$ cat config.mk
export PLATFORM = sky130hd
export DESIGN_NAME = pwm_bank
export DESIGN_NICKNAME = d
export VERILOG_FILES = /design/src/rtl/pwm_bank.sv
export SDC_FILE = /design/constraint.sdc
export NUM_CORES = 1
export LEC_CHECK = 0
export BUFFER_PORTS_ARGS = -buffer_cell sky130_fd_sc_hd__buf_2
export CORE_ASPECT_RATIO = 1.25
export CORE_MARGIN = 2
export CORE_UTILIZATION = 59
export DETAILED_ROUTE_END_ITERATION = 16
export HOLD_SLACK_MARGIN = 0.02
export PLACE_DENSITY = 0.83
export SLEW_MARGIN = 20
export SYNTH_ARGS = -nofsm -noshare
export SYNTH_HDL_FRONTEND = slang
export SYNTH_SLANG_ARGS = --single-unit
$ cat constraint.sdc
create_clock -name clk -period 4.6 [get_ports clk]
set_input_delay 0.23 -clock clk [delete_from_list [all_inputs] [get_ports clk]]
set_output_delay 0.23 -clock clk [all_outputs]
set_load 0.01 [all_outputs]
$ cat src/rtl/pwm_bank.sv
// Multi-channel PWM: one shared edge/centre-aligned counter, double-buffered period/mode/duty.
// Outputs are registered one cycle behind the counter; there is no backpressure, and load is always accepted.
module pwm_bank #(
    parameter int WIDTH    = 10,
    parameter int CHANNELS = 4
) (
    input  logic                      clk,
    input  logic                      rst,
    input  logic                      en,
    input  logic [WIDTH-1:0]          period,
    input  logic                      center,
    input  logic [CHANNELS*WIDTH-1:0] duty,
    input  logic                      load,
    output logic [CHANNELS-1:0]       pwm,
    output logic                      period_start,
    output logic                      loaded
);

    typedef enum logic {UP, DOWN} dir_t;

    dir_t                      dir;
    logic [WIDTH-1:0]          count;
    logic [WIDTH-1:0]          per_q;
    logic [WIDTH-1:0]          stg_per;
    logic                      center_q;
    logic                      stg_center;
    logic [CHANNELS*WIDTH-1:0] duty_q;
    logic [CHANNELS*WIDTH-1:0] stg_duty;
    logic                      pending;
    logic                      boundary;
    logic                      xfer;
    logic [CHANNELS-1:0]       cmp;

    // Centre mode with a top of 0 or 1 never enters DOWN, so it ends its period like edge mode.
    always_comb begin
        boundary = 1'b0;
        if (!center_q || per_q <= WIDTH'(1))
            boundary = (count == per_q);
        else
            boundary = (dir == DOWN) && (count == WIDTH'(1));
        xfer = pending & (~en | boundary);
        for (int i = 0; i < CHANNELS; i++)
            cmp[i] = duty_q[i*WIDTH +: WIDTH] > count;
    end

    always_ff @(posedge clk or posedge rst) begin
        if (rst) begin
            count <= '0;
            dir   <= UP;
        end else if (!en || boundary) begin
            count <= '0;
            dir   <= UP;
        end else if (center_q && dir == UP && count == per_q) begin
            count <= count - WIDTH'(1);
            dir   <= DOWN;
        end else if (dir == DOWN) begin
            count <= count - WIDTH'(1);
        end else begin
            count <= count + WIDTH'(1);
        end
    end

    // A load coinciding with a transfer is staged behind it and stays pending.
    always_ff @(posedge clk or posedge rst) begin
        if (rst) begin
            stg_per    <= '0;
            stg_center <= 1'b0;
            stg_duty   <= '0;
            per_q      <= '0;
            center_q   <= 1'b0;
            duty_q     <= '0;
            pending    <= 1'b0;
        end else begin
            if (load) begin
                stg_per    <= period;
                stg_center <= center;
                stg_duty   <= duty;
            end
            if (xfer) begin
                per_q    <= stg_per;
                center_q <= stg_center;
                duty_q   <= stg_duty;
            end
            pending <= load | (pending & ~xfer);
        end
    end

    always_ff @(posedge clk or posedge rst) begin
        if (rst) begin
            pwm          <= '0;
            period_start <= 1'b0;
            loaded       <= 1'b0;
        end else begin
            pwm          <= en ? cmp : '0;
            period_start <= en & (count == '0);
            loaded       <= xfer;
        end
    end

endmodule
==> impl_metrics.yaml <==
routing:
  drt-vias-per-instance: 5.85
  drt_iter0_drc: 195
  drc_errors: 0
  detail_route.wirelength_mm: 11.6
  wire_per_inst_um: 18.1
  vias: 3736
  detail-route-antenna-nets: 0
  dr.pass1.iters: 4
synth:
  yosys.area.top_type_share: 0.515
  netlist_area_sq_um: 5830
  yosys.area.top_type: "dfrtp_1"
  ys_top_cells_by_area: "dfrtp_1, mux2_2, ha_1"
  synth_edf_count: 0
  synthDistinctLibCells: 39
  synth_ff_type: "dfrtp_1"
  yosysSeqAreaShare: 0.515
  ys_top_cells_by_count: "dfrtp_1, mux2_2, mux2_1"
  synth_most_common_cell: "dfrtp_1"
  ys.warnings.count: 0
  synth_nets: 536
  syn-instance-count: 437
  async_reset_ff_frac: 1.00
  synth_seq_cells: 120
  syn_avg_cell_area_sq_um: 13.3
clock_tree:
  cts_tree: "yes"
  clock_path_buffers: 2
  postCtsHoldBufs: 0
  clock-sinks: 120
  htree_levels: 4
  cts_setup_buffers: 0
  numCtsBuffers: 17
  clock_latency_ns: 0.42
  clkTransAtPathRegs_ns: 0.05
  cts_resized: 0
  cts-root-buf: "clkbuf_16"
critical_path:
  cpPeakStageDelay_ns: 0.75
  cp.arrival_ns: 3.69
  worstPathCellList: "or4_1, o41ai_2, nand4_2, a31oi_4, buf_12, mux2_1"
  crit_fanout: 37
  end_kind: "flop"
  start_kind: "flop"
  cp_slowest_cell: "a31oi_4"
  critPathRequiredTime_ns: 4.89
  crit_type: "flop to flop"
global_routing:
  antenna_found_initial: 0
  grt_overflow_total: 0
  grt.total_usage: 0.238
  grt_pass1_vias: 3997
  grt_max_degree: 82
  grt_first_pass_wirelength_mm: 19.3
floorplanning:
  die_w_um: 92.9
  start_util: 0.606
  die_height_um: 115
  rows: 40
  die_area_sq_um: 10700
  io-pin-count: 61
  coreArea_sq_um: 9610
sta:
  finalCritPeriodShare: 0.740
  finClkSkew_ns: 0.00824
  period_minus_slack_ns: 3.40
  tns_ns: 0
  rsz0062_at_grt: "false"
  fmax_mhz: 294
  setup-violations-final: 0
  slew_viol_final: 0
  slew_headroom: 0.366
  worst_pin_slew_ns: 0.951
  hold_viol: 0
final_layout:
  fillCellCount: 675
  drive_gt1_frac: 0.306
  fin_util: 0.707
  multi_input_area_sq_um: 2650
  diodes: 0
  area.growth.synth_to_final_pct: 16.5
  regArea_sq_um: 3000
  nets: 600
power:
  p_per_area_nw_per_um2: 450
  p_leak_nw: 3.17
  ir_worst_vdd_mv: 0.292
min_path:
  hp-class: "input pin to async pin"
run:
  drv_cap: 0
placed_design:
  dp_hpwl_mm: 7.91
  io_buffers: 60
  place_congestion: 0.895
outcome:
  status: "completed"
[worst max-delay path, delay by kind of cell (launching register included)]
family | cells | cell delay [ns]
buffers and inverters | 1 | 0.31
DFF | 1 | 0.40
and+or+nand+nor | 2 | 1.04
AOI/OAI and AO/OA | 2 | 1.15
muxes | 1 | 0.37
[cells in the final DEF, fill, tap and decap left out, types with 6 or more instances in the layout]
cell type  Yosys  routed
nor3_1         7       7
inv_1         18      17
ha_1          44      44
nor2_1         9       9
mux2i_1       16      16
buf_2          0      59
mux2_1        46      46
a21oi_1        6       6
clkbuf_16      0      17
xor2_1        11      11
a21o_1         8       8
mux2_2        56      56
nand3_1       17      17
dfrtp_1      120     120
nor2b_1        6       6
nand4_1       14      14
[sequential cells by signal, indices dropped and copies added, names as in the netlist]
register	cells
per_q	10
pwm	4
loaded	1
dir	1
count	10
duty_q	40
stg_per	10
period_start	1
pending	1
stg_center	1
stg_duty	40
center_q	1
[path summary, 6_finish.rpt]
check | end | depth (start not counted) | from | slack (ns)
worst min register to register | duty_q[10] | 1 | duty_q[10] | 0.49
worst max-delay path | duty_q[8] | 6 | per_q[6] | 1.20
min in group clk | stg_duty[15] | 2 | duty[15] | 0.04
max in group asynchronous | pwm[2] | 3 | rst | 3.51
worst max register to register | duty_q[8] | 6 | per_q[6] | 1.20
worst min-delay path | stg_duty[4] | 2 | rst | 0.02
[cell type report]
type,instances,share of cell area
Inverter,18,0.0103
Timing Repair Buffer,63,0.0498
Tap cell,126,0.0232
Clock inverter,13,0.0194
Sequential cell,120,0.442
Clock buffer,18,0.0647
Multi-Input combinational cell,281,0.390
[routing by layer]
layer / part of all wire / global-route usage
met1: 0.41 / 0.289
met2: 0.52 / 0.402
met3: 0.046 / 0.0498
met4: 0.024 / 0.122
met5: 0 / 0
[stage by stage]
stage / total power [mW] / instances / hold slack [ns] / cell area (sq um) / worst slack (ns)
3_5_place_dp: 1.80 / 608 / 0.465 / 6220 / 1.28
2_1_floorplan: 1.65 / 437 / 0.376 / 5830 / 1.18
5_1_grt: 3.20 / 639 / 0.0450 / 6790 / 1.02
3_3_place_gp: 1.75 / 608 / 0.461 / 6220 / 1.42
6_report: 3.05 / 639 / 0.0237 / 6790 / 1.20
4_1_cts: 3.07 / 639 / 0.0395 / 6790 / 1.18
[where the power goes]
| part | internal, mW | switching [mW] | total (mW) |
|---|---|---|---|
| logic | 0.249 | 0.230 | 0.479 |
| clock network | 0.801 | 0.466 | 1.27 |
| registers | 1.21 | 0.100 | 1.31 |
| total | 2.26 | 0.795 | 3.05 |
[logic make-up after synthesis]
kind of cell / share of synthesized area
buffers and inverters: 0.0298
adder cells (fa/ha/maj): 0.0945
multiplexers: 0.225
AO/OA/AOI/OAI: 0.0470
XOR/XNOR: 0.0165
AND/OR/NAND/NOR: 0.0721
flip-flops: 0.515
No activity file was read; power rests on OpenSTA's default activity.
